$ cat src/rtl/onehot_key_capture_4_pkg.sv
// Shared types and constants for the one-hot key capture block.
// State encoding and one-hot helper used by the top-level FSM.
package onehot_key_capture_4_pkg;

    localparam int KEY_W               = 4;
    localparam int DEBOUNCE_CYCLES_DEF = 4;

    typedef enum logic [1:0] {
        IDLE     = 2'd0,
        HELD     = 2'd1,
        MULTI    = 2'd2,
        WAIT_REL = 2'd3
    } state_e;

    function automatic logic is_onehot(input logic [KEY_W-1:0] v);
        return (v != '0) && ((v & (v - 1'b1)) == '0);
    endfunction

endpackage

$ cat src/rtl/onehot_key_capture_4_debounce_bit.sv
// One key line: 2-flop synchroniser, stability counter, debounced level.
// deb only follows s after DEBOUNCE_CYCLES consecutive differing cycles.
module debounce_bit #(
    parameter int DEBOUNCE_CYCLES = 4,
    parameter int CNT_W           = 3
) (
    input  logic clk,
    input  logic rst_n,
    input  logic raw_i,
    output logic deb_o
);

    localparam logic [CNT_W-1:0] CNT_MAX = CNT_W'(DEBOUNCE_CYCLES - 1);

    logic             s1_q, s2_q;
    logic             deb_q, deb_d;
    logic [CNT_W-1:0] cnt_q, cnt_d;

    always_comb begin
        deb_d = deb_q;
        cnt_d = '0;
        if (s2_q != deb_q) begin
            if (cnt_q == CNT_MAX) begin
                deb_d = s2_q;
            end else begin
                cnt_d = cnt_q + 1'b1;
            end
        end
    end

    always_ff @(posedge clk or negedge rst_n) begin
        if (!rst_n) begin
            s1_q  <= 1'b0;
            s2_q  <= 1'b0;
            deb_q <= 1'b0;
            cnt_q <= '0;
        end else begin
            s1_q  <= raw_i;
            s2_q  <= s1_q;
            deb_q <= deb_d;
            cnt_q <= cnt_d;
        end
    end

    assign deb_o = deb_q;

endmodule

$ cat src/rtl/onehot_key_capture_4.sv
// Debounced one-hot key capture feeding the 4:2 encoder D input.
// Multi-key or aborted captures always present 4'b0000 downstream.
module onehot_key_capture_4
    import onehot_key_capture_4_pkg::*;
#(
    parameter int DEBOUNCE_CYCLES = DEBOUNCE_CYCLES_DEF,
    parameter int CNT_W           = 3
) (
    input  logic             clk,
    input  logic             rst_n,
    input  logic [KEY_W-1:0] key_in,
    input  logic             clear,
    output logic [KEY_W-1:0] D_out,
    output logic             valid,
    output logic             press_pulse,
    output logic             error
);

    logic [KEY_W-1:0] deb;

    for (genvar i = 0; i < KEY_W; i++) begin : g_deb
        debounce_bit #(
            .DEBOUNCE_CYCLES(DEBOUNCE_CYCLES),
            .CNT_W          (CNT_W)
        ) u_deb (
            .clk  (clk),
            .rst_n(rst_n),
            .raw_i(key_in[i]),
            .deb_o(deb[i])
        );
    end

    state_e           state_q, state_d;
    logic [KEY_W-1:0] dout_q, dout_d;
    logic             valid_q, valid_d;
    logic             pulse_q, pulse_d;
    logic             error_q, error_d;

    always_comb begin
        state_d = state_q;
        dout_d  = dout_q;
        valid_d = valid_q;
        pulse_d = 1'b0;
        error_d = error_q;
        if (clear) begin
            state_d = WAIT_REL;
            dout_d  = '0;
            valid_d = 1'b0;
            error_d = 1'b0;
        end else begin
            unique case (state_q)
                IDLE: begin
                    if (is_onehot(deb)) begin
                        state_d = HELD;
                        dout_d  = deb;
                        valid_d = 1'b1;
                        pulse_d = 1'b1;
                    end else if (deb != '0) begin
                        state_d = MULTI;
                        error_d = 1'b1;
                    end
                end
                HELD: begin
                    if (deb == '0) begin
                        state_d = IDLE;
                        dout_d  = '0;
                        valid_d = 1'b0;
                    end else if (deb != dout_q) begin
                        state_d = MULTI;
                        dout_d  = '0;
                        valid_d = 1'b0;
                        error_d = 1'b1;
                    end
                end
                // Only a full release leaves MULTI; never straight back to HELD.
                MULTI: begin
                    if (deb == '0) begin
                        state_d = IDLE;
                        error_d = 1'b0;
                    end
                end
                WAIT_REL: begin
                    if (deb == '0) begin
                        state_d = IDLE;
                    end
                end
                default: state_d = IDLE;
            endcase
        end
    end

    always_ff @(posedge clk or negedge rst_n) begin
        if (!rst_n) begin
            state_q <= IDLE;
            dout_q  <= '0;
            valid_q <= 1'b0;
            pulse_q <= 1'b0;
            error_q <= 1'b0;
        end else begin
            state_q <= state_d;
            dout_q  <= dout_d;
            valid_q <= valid_d;
            pulse_q <= pulse_d;
            error_q <= error_d;
        end
    end

    assign D_out       = dout_q;
    assign valid       = valid_q;
    assign press_pulse = pulse_q;
    assign error       = error_q;

endmodule

$ cat config.mk
export PLATFORM = sky130hd
export DESIGN_NAME = onehot_key_capture_4
export DESIGN_NICKNAME = d
export VERILOG_FILES = /design/src/rtl/onehot_key_capture_4_pkg.sv /design/src/rtl/onehot_key_capture_4_debounce_bit.sv /design/src/rtl/onehot_key_capture_4.sv
export SDC_FILE = /design/constraint.sdc
export NUM_CORES = 1
export LEC_CHECK = 0
export ABC_AREA = 1
export BUFFER_PORTS_ARGS = -buffer_cell sky130_fd_sc_hd__buf_4
export CAP_MARGIN = 15
export CORE_ASPECT_RATIO = 1.2
export CORE_MARGIN = 2
export CORE_UTILIZATION = 52
export DETAILED_ROUTE_END_ITERATION = 8
export PLACE_DENSITY = 0.74
export REMOVE_ABC_BUFFERS = 1
export SYNTH_ARGS = -nofsm -noshare
export SYNTH_HDL_FRONTEND = slang
export SYNTH_SLANG_ARGS = --single-unit
$ cat constraint.sdc
create_clock -name clk -period 1.44 [get_ports clk]
set_input_delay 0.216 -clock clk [delete_from_list [all_inputs] [get_ports clk]]
set_output_delay 0.216 -clock clk [all_outputs]
set_load 0.02 [all_outputs]
Word level (Yosys, flattened, before mapping)
Cells that the tools add are included.
W data, S select, Z words.
{"block": "totals", "reg_bits": 33, "latchBits": 0, "ramBits": 0, "romBits": 0, "inputBits": 7, "out_inout_bits": 7, "elab_cells": 98, "mem_count": 0}
{"block": "op_classes", "n_addsub": 5, "n_mul": 0, "div_mod_pow": 0, "n_lt_le_gt_ge": 0, "n_eq_ne": 21, "shifts": 0, "n_mux": 35, "n_bitwise": 1, "reduce_logical": 15}
{"cell": "$mux W3", "count": 8}
{"cell": "$ne A3 B3 Y1 const B", "count": 6}
{"cell": "$mux W4", "count": 4}
{"cell": "$mux W1", "count": 13}
{"cell": "$add A3 B1 Y3 const B", "count": 4}
{"cell": "$eq A3 B2 Y1 const B", "count": 4}
{"cell": "$mux W2", "count": 6}
{"cell": "$logic_not A4 Y1", "count": 2}
{"cell": "$ne A4 B4 Y1 const B", "count": 2}
{"cell": "$pmux W4 S2", "count": 1}
{"cell": "$reduce_and A2 Y1", "count": 4}
{"cell": "$reduce_bool A4 Y1", "count": 2}
{"cell": "$pmux W2 S3", "count": 1}
{"cell": "$reduce_and A3 Y1", "count": 2}
{"cell": "$reduce_and A6 Y1", "count": 1}
{"cell": "$and A4 B4 Y4", "count": 1}
{"cell": "$eq A2 B2 Y1 const B", "count": 2}
{"cell": "$ne A1 B1 Y1", "count": 4}
{"cell": "$ne A4 B4 Y1", "count": 1}
{"cell": "$sub A4 B1 Y4 const B", "count": 1}
{"cell": "$ne A3 B1 Y1 const B", "count": 1}
{"cell": "$pmux W1 S3", "count": 1}
{"cell": "$reduce_bool A3 Y1", "count": 1}
{"cell": "$eq A2 B1 Y1 const B", "count": 1}
{"cell": "4 further kinds", "count": 4}

Longest topological paths before layout
Gate-level depths: netlist (run 1).
{"block": "logic_depth", "depth_word": 7, "mapped_depth": 10, "ltp_nobuf": 10}

Modules after synthesis
From an unflattened synthesis (run 1), not the netlist that was laid out.
{"block": "unflattened", "cells_unflattened": 192, "area_unflattened_um2": 1637.8}
{"mod": "debounce_bit", "instances": 4, "cells_per_inst": 25, "area_per_inst_um2": 239.0, "seq_area_each_um2": 150.1}
{"mod": "onehot_key_capture_4", "instances": 1, "cells_per_inst": 92, "area_per_inst_um2": 681.9, "seq_area_each_um2": 225.2}

Least setup slack after synthesis (run 1)
No wires, ideal clock.
{"block": "synth_path", "path_kind": "flip-flop to flip-flop", "startpoint": "register state_q[1]", "endpoint": "register dout_q[0], in the netlist D_out[0]", "setup_ps": 66, "arrival_ps": 1295, "t_required_ps": 1374, "slack_ps": 80, "path_stages_with_launch": 8, "path_buffers": 0, "synth_period_minus_slack_ps": 1360, "cell_sequence": "dfrtp_1 -> inv_1 -> ha_1 -> a21boi_2 -> nand4_4 -> nand3_2 -> nand2_1 -> nand2_1"}
{"block": "synth_between", "elab_chain_cells": 3, "word_cells_on_any_way": 8, "classes_between": "eq/ne: 3; mux: 2; reduce/logical: 3"}
{"element": "start: declaration", "line_no": "onehot_key_capture_4.sv:33", "text": "state_e state_q, state_d;"}
{"element": "start signal: assignment", "line_no": "onehot_key_capture_4.sv:100", "text": "state_q <= state_d;"}
{"element": "$eq A2 B1 Y1 / $logic_not A2 Y1 (equally long branches)", "line_no": "onehot_key_capture_4.sv:51", "text": "unique case (state_q)"}
{"element": "$ne A4 B4 Y1 (no line), or another cell as far along"}
{"element": "$reduce_and A3 Y1 (no line) / $mux W4 (equally long branches)"}
{"element": "end signal: assignment", "line_no": "onehot_key_capture_4.sv:101", "text": "dout_q <= dout_d;"}
{"element": "end: declaration", "line_no": "onehot_key_capture_4.sv:34", "text": "logic [KEY_W-1:0] dout_q, dout_d;"}
Several ways; a longest one is shown, not always the timed one.
A chain may end at the register's enable or synchronous reset.

Worst setup path after layout (run 1)
Ends and elaborated chain as after synthesis.

==> results of run 1 <==
==> sequential cells by signal, summed over array words and instances, names as in the netlist <==
register	flops
error	1
g_deb.u_deb.deb_o	4
valid	1
D_out	4
g_deb.u_deb.s1_q	4
state_q	2
g_deb.u_deb.cnt_q	12
press_pulse	1
g_deb.u_deb.s2_q	4
==> metal layers <==
| layer | vias to the layer above | global-route usage (%) | wire length, um |
|---|---|---|---|
| met4 | 0 | 5.77 | 41 |
| met1 | 540 | 22.3 | 1140 |
| li1 | 582 | - | - |
| met5 | - | 0 | 0 |
| met2 | 14 | 31.4 | 1390 |
| met3 | 6 | 6.54 | 95 |
==> where the power goes <==
group / internal (mW) / switching [mW]
registers: 1.20 / 0.251
logic: 0.725 / 0.938
clock network: 0.184 / 0.310
==> repair_timing <==
action,in CTS,in global routing
endpoints found under the hold margin,37,0
setup endpoints to repair,1,8
hold buffers,5,0
resized for setup,1,8
pin swaps,0,4
setup buffers,0,2
==> cells by family after synthesis <==
logic type                 count (synthesis)  synth area share, %
adders and majority gates                  7                 5.64
xor gates and xnor gates                   5                 2.82
AOI/OAI and AO/OA                          8                 2.98
and+or+nand+nor                           93                 30.3
DFF                                       33                 53.2
buffers and inverters                     19                 5.08
==> layout make-up <==
| cell class | instances | area, um2 | area share (%) |
|---|---|---|---|
| sequential | 33 | 830 | 44.8 |
| multi-input combinational | 113 | 661 | 35.7 |
| timing repair buffer | 24 | 196 | 10.6 |
| inverter | 18 | 67.6 | 3.65 |
| tap | 34 | 42.5 | 2.30 |
| clock buffer | 5 | 37.5 | 2.03 |
| clock inverter | 3 | 17.5 | 0.946 |
==> worst max-delay path: stages (launching register included) <==
cell and delay [ns]:
dfrtp_1 0.39, inv_1 0.08, ha_1 0.18, a21boi_2 0.24, nand4_4 0.18, nand3_2 0.15, nand2_1 0.06, nand2_1 0.06
==> layout by cell type (no fill, tap or decap), types with 2 or more instances in the layout <==
master and count:
nand3_1 4, dlygate4sd3_1 5, a21oi_1 6, clkbuf_4 5, nand4_1 5, nand2_1 43
dfrtp_2 3, ha_1 6, nand3_2 3, xnor2_1 5, nor3b_1 4, nor2_2 2
inv_2 2, dfrtp_1 30, clkinv_2 2, nor3_1 8, buf_4 18, inv_1 16
nand2_2 5, nor2_1 13, nor2_4 4
==> how the worst max path moves through the flow <==
| stage | start | end | slack, ns | depth (start not counted) |
|---|---|---|---|---|
| final | state_q[1] | D_out[0] | 0.04 | 7 |
| after global routing | state_q[1] | D_out[0] | -0.08 | 7 |
| after CTS | state_q[0] | error | 0.007 | 9 |
| after detailed placement | state_q[0] | error | 0.009 | 9 |
| after global placement | state_q[0] | error | 0.03 | 9 |
| after floorplan | state_q[1] | D_out[0] | 0.08 | 7 |
==> metrics by stage <==
stage                     std cells  TNS (ns)  hold slack (ns)  cell area, um2  power, mW
final                           230         0            0.117            1850       3.61
after global routing            230    -0.403            0.121            1850       3.94
after CTS                       228         0            0.106            1820       3.52
after detailed placement        215         0            0.175            1710       3.00
after global placement          215         0            0.172            1710       2.94
after floorplan                 164         0          -0.0796            1540       2.52
==> impl_metrics.ini, run 1 <==
[finish]
utilization_pct = 65.9
syn_to_final_growth_pct = 19.3
nNetsFinal = 209
fill_cells = 226
drive_gt1_share_pct = 25.5
num_antenna_cells = 0

[timing]
slew_viol_final = 0
finalCritPeriodShare_pct = 97.4
post-route-min-period_ns = 1.40
fin_worst_skew_ns = 0.0102
grt_setup_unrepaired = yes
max_slew_margin_pct = 73.7
worstMarginPinSlew_ns = 0.395
finalHoldViolCount = 0
setup_viol = 0
worst_slack_ns = 0.0381
fmax_ghz = 0.713

[worst_setup_path]
rr_endpoint = D_out[0]
critPathLaunchType = flip-flop
end_kind = flip-flop
critPathKind = flip-flop to flip-flop
worstPathRequired_ns = 1.71
cp.arrival_ns = 1.67
critPathMaxFanout = 8
ff2ff_setup_slack_ns = 0.04
rr_worst_depth = 7
timing.rr.start = state_q[1]

[synthesis]
netlist_instances = 165
seq_area_frac_synth_pct = 53.2
yosys.cell_count.top_type = nand2_1
synth_flop_cell = dfrtp_1
synth_top_area_share_pct = 53.2
synth_area_mm2 = 0.00155
synth_cell_types = 21
synth_warnings = 0
synth-seq-cells = 33
async_flop_share_pct = 100
synth.largest_area_cell = dfrtp_1
synth_edf_count = 0
postSynthAreaPerCell_um2 = 9.41
synth_area_leaders = dfrtp_1, nand2_1, ha_1
synth_top_cells_by_count = nand2_1, dfrtp_1, inv_1, nor2_1, nor3_1

[worst_hold_path]
hold_end = press_pulse
hp-start = clear
min_path_cells = 2
hp-class = input pin to flip-flop

[clock_tree]
clock_path_buffers = 2
cts_htree_levels = 2
cts-buffers-inserted = 5
clockRootBuffer = clkbuf_4
cts.sink_count = 33
cts_tree = built
clock_latency_ns = 0.33
path_clk_slew_ns = 0.10

[floorplanning]
io_pins = 14
start_util_pct = 55.2
die_h_um = 63.9
rows = 21
die_area_mm2 = 0.00344
core_region_area_mm2 = 0.00281
die_w_um = 53.9

[power]
p_per_area_mw_per_mm2 = 1950
power.leakage_nw = 0.931
ir_worst_vdd_v = 0.00124

[global_route]
grt_use_total_pct = 18.9
grt_pass1_vias = 1133
grt_pass1_wl_um = 4690
antenna_found_initial = 0
grt_max_degree = 34
overflow = 0

[placement]
place_congestion = 0.797
pre_cts_slack_ns = 0.00891
io_buffers = 13
dp.final_hpwl_um = 1910

[routing]
drtIter0Drc = 13
viasPerCell = 4.97
drcViolationCount = 0
routed_wl_um = 2670
vias = 1142
ant_nets = 0
wl_per_cell_um = 11.6
drt_pass1_iterations = 4

[status]
status = finished, final reports clean

[job]
max_cap_violations = 0
Note: power is estimated with default switching activity, not from simulation.
==> run 2, diff against run 1 <==
Settings changed: ABC_AREA 1 to not set.
==> run 2 against run 1 <==
Clock power grew 71%; the run now ends with setup timing left; hold slack gained 0.058 ns; synthesized cell count shrank 27%; maximum frequency shrank 23%; critical endpoint is now error; routed wire length shrank 1.2%; global-route usage grew 0.32 points.
==> impl_metrics.ini, run 2 <==
[finish]
seq_area_um2 = 831
final_common_cell = buf_4
num_antenna_cells = 0
final_cell_mix = buf_4, dfrtp_1, nor2_1
nNetsFinal = 179
stdcell_count = 200
multi_input_area_um2 = 703
drive_gt1_share_pct = 41.0
regMostFlops = g_deb.u_deb.cnt_q
largest_reg_flops = 12
fill_cells = 178
fin_area_mm2 = 0.00204
syn_to_final_growth_pct = 30.8

[timing]
fmax_ghz = 0.546
finalSetupTns_ns = -2.12
finalHoldViolCount = 0
max_slew_margin_pct = 72.4
worstMarginPinSlew_ns = 0.414
grt_setup_unrepaired = yes
worst_slack_ns = -0.392
slew_viol_final = 0
post-route-min-period_ns = 1.83
fin_worst_skew_ns = 0.00959
setup_viol = 8
finalCritPeriodShare_pct = 127
hold_slack_ns = 0.175

[placement]
dp.final_hpwl_um = 1750
placed_area_mm2 = 0.00178
place_congestion = 0.864
io_buffers = 13
dp_cells = 179

[floorplanning]
rows = 21
die_h_um = 64.0
start_util_pct = 55.4
io_pins = 14
die_area_mm2 = 0.00345
die_w_um = 54.0
core_region_area_mm2 = 0.00281

[routing]
drtIter0Drc = 25
viasPerCell = 5.15
routed_wl_um = 2630
wl_per_cell_um = 13.2
drt_pass1_iterations = 4
drcViolationCount = 0
ant_nets = 0
vias = 1030

[synthesis]
synth.mux.area_fraction_pct = 7.87
netlist_instances = 120
seq_area_frac_synth_pct = 53.0
synth_fa_ha_area_share_pct = 5.62
synth_top_cells_by_count = dfrtp_1, nor2_1, ha_1, nor2b_1
yosys.cell_count.top_type = dfrtp_1
synth_top_area_share_pct = 53.0
synth-seq-cells = 33
async_flop_share_pct = 100
synth_area_leaders = dfrtp_1, ha_1, mux2_2
synth_area_mm2 = 0.00156
synth_warnings = 0
synth_compound_area_share_pct = 4.82
synth.largest_area_cell = dfrtp_1
synth_cell_types = 31
synth_xor_area_share_pct = 5.54
postSynthAreaPerCell_um2 = 13.0
synth_edf_count = 0
synth_top_family_by_area = simple AND/OR/NAND/NOR gates
yosys.area_share.simple_pct = 19.0
synth_flop_cell = dfrtp_1

[clock_tree]
cts_htree_levels = 2
path_clk_slew_ns = 0.10
clockRootBuffer = clkbuf_4
cts_tree = built
clock_path_buffers = 2
cts.sink_count = 33
cts-buffers-inserted = 5
clock_latency_ns = 0.33

[power]
p_per_area_mw_per_mm2 = 2170
power.internal_mw = 2.88
power.total_mw = 4.43
ir_worst_vdd_v = 0.00142
seq_power_share_pct = 34.1
p_sw_mw = 1.55
power.leakage_nw = 0.984
swShare_pct = 35.0
pwr-share-comb_pct = 46.7
clkPwrFrac_pct = 19.1

[worst_setup_path]
end_kind = flip-flop
timing.rr.start = g_deb[2].u_deb.deb_o
critPathMaxFanout = 6
worstPathRequired_ns = 1.66
critPathKind = flip-flop to flip-flop
rr_endpoint = error
ff2ff_setup_slack_ns = -0.39
critPathLaunchType = flip-flop
cp.arrival_ns = 2.06
rr_worst_depth = 5

[status]
status = complete, but fails checks
violations = setup timing

[global_route]
antenna_found_initial = 0
grt_max_degree = 34
grt_pass1_wl_um = 4640
grt_use_total_pct = 19.2
grt_pass1_vias = 1095
overflow = 0

[worst_hold_path]
hold_end = state_q[1]
hp-class = input pin to flip-flop
hp-start = clear
min_path_cells = 2

[job]
max_cap_violations = 0
[run 2: changes by cell type after synthesis, moves of 4 or more]
cell	before	now
mux2i_1	0	4
inv_1	17	6
nand2_2	4	0
nor2_1	13	8
nor3_1	8	3
nand2b_1	0	5
nand4_1	5	0
nand3_1	4	0
a21oi_1	6	1
mux2_2	0	5
nand2_1	44	6
nor2b_1	0	7
[run 2: power groups by stage]
| stage | logic (mW) | registers [mW] | clock network (mW) |
|---|---|---|---|
| floorplan | 1.00 | 1.58 | 0 |
| global placement | 1.73 | 1.47 | 0 |
| detailed placement | 1.80 | 1.49 | 0 |
| CTS | 2.02 | 1.51 | 0.876 |
| global route | 2.27 | 1.55 | 0.919 |
| finish | 2.07 | 1.51 | 0.847 |
[run 2: cell families (layout without fill, tap and decap cells)]
| group | after synthesis | after routing |
|---|---|---|
| AO/OA/AOI/OAI | 7 | 7 |
| flip-flops | 33 | 33 |
| multiplexers | 11 | 11 |
| XOR/XNOR | 9 | 9 |
| adder cells (fa/ha/maj) | 7 | 7 |
| AND/OR/NAND/NOR | 43 | 43 |
| buffers and inverters | 10 | 56 |
[run 2: cell type report]
cell class,instances,area share [%]
Sequential cell,33,40.8
Multi-Input combinational cell,77,34.5
Timing Repair Buffer,42,16.5
Clock inverter,3,3.19
Tap cell,34,2.09
Clock buffer,5,1.84
Inverter,6,1.11
[run 2: routing by layer]
layer,vias to the layer above,share of wire [%],GRT usage [%]
li1,497,-,-
met1,500,39,21.0
met2,24,53,30.2
met3,9,4.5,6.07
met4,0,3.5,13.8
met5,-,0,0
[run 2: critical path, cell delays in order (launching register included)]
cell and delay (ns):
dfrtp_2 0.47, nor4b_2 0.32, a211oi_2 0.10, and4b_1 0.21, o311ai_2 0.27, mux2_1 0.36
[run 2: how the worst max path moves through the flow]
stage | start | to | slack, ns | cells after the start
after floorplan | g_deb[2].u_deb.deb_o | valid | -0.32 | 5
after global placement | g_deb[2].u_deb.deb_o | error | -0.30 | 5
after detailed placement | g_deb[2].u_deb.deb_o | error | -0.37 | 5
after CTS | g_deb[2].u_deb.deb_o | error | -0.33 | 5
after global routing | g_deb[2].u_deb.deb_o | error | -0.46 | 5
final | g_deb[2].u_deb.deb_o | error | -0.39 | 5
[run 2: per-stage QoR]
stage	setup slack (ns)	utilization, %
CTS	-0.331	71.5
detailed placement	-0.374	63.2
global route	-0.464	72.5
floorplan	-0.319	-
global placement	-0.302	63.2
finish	-0.392	72.5
[run 2: what timing repair did]
action                                 4_1_cts  5_1_grt
endpoints found under the hold margin       37        0
hold buffers                                 5        0
pin swaps                                    7        4
setup endpoints to repair                    8        8
gates resized for setup                      9        2
buffers inserted                             6        2
gates cloned                                 0        0
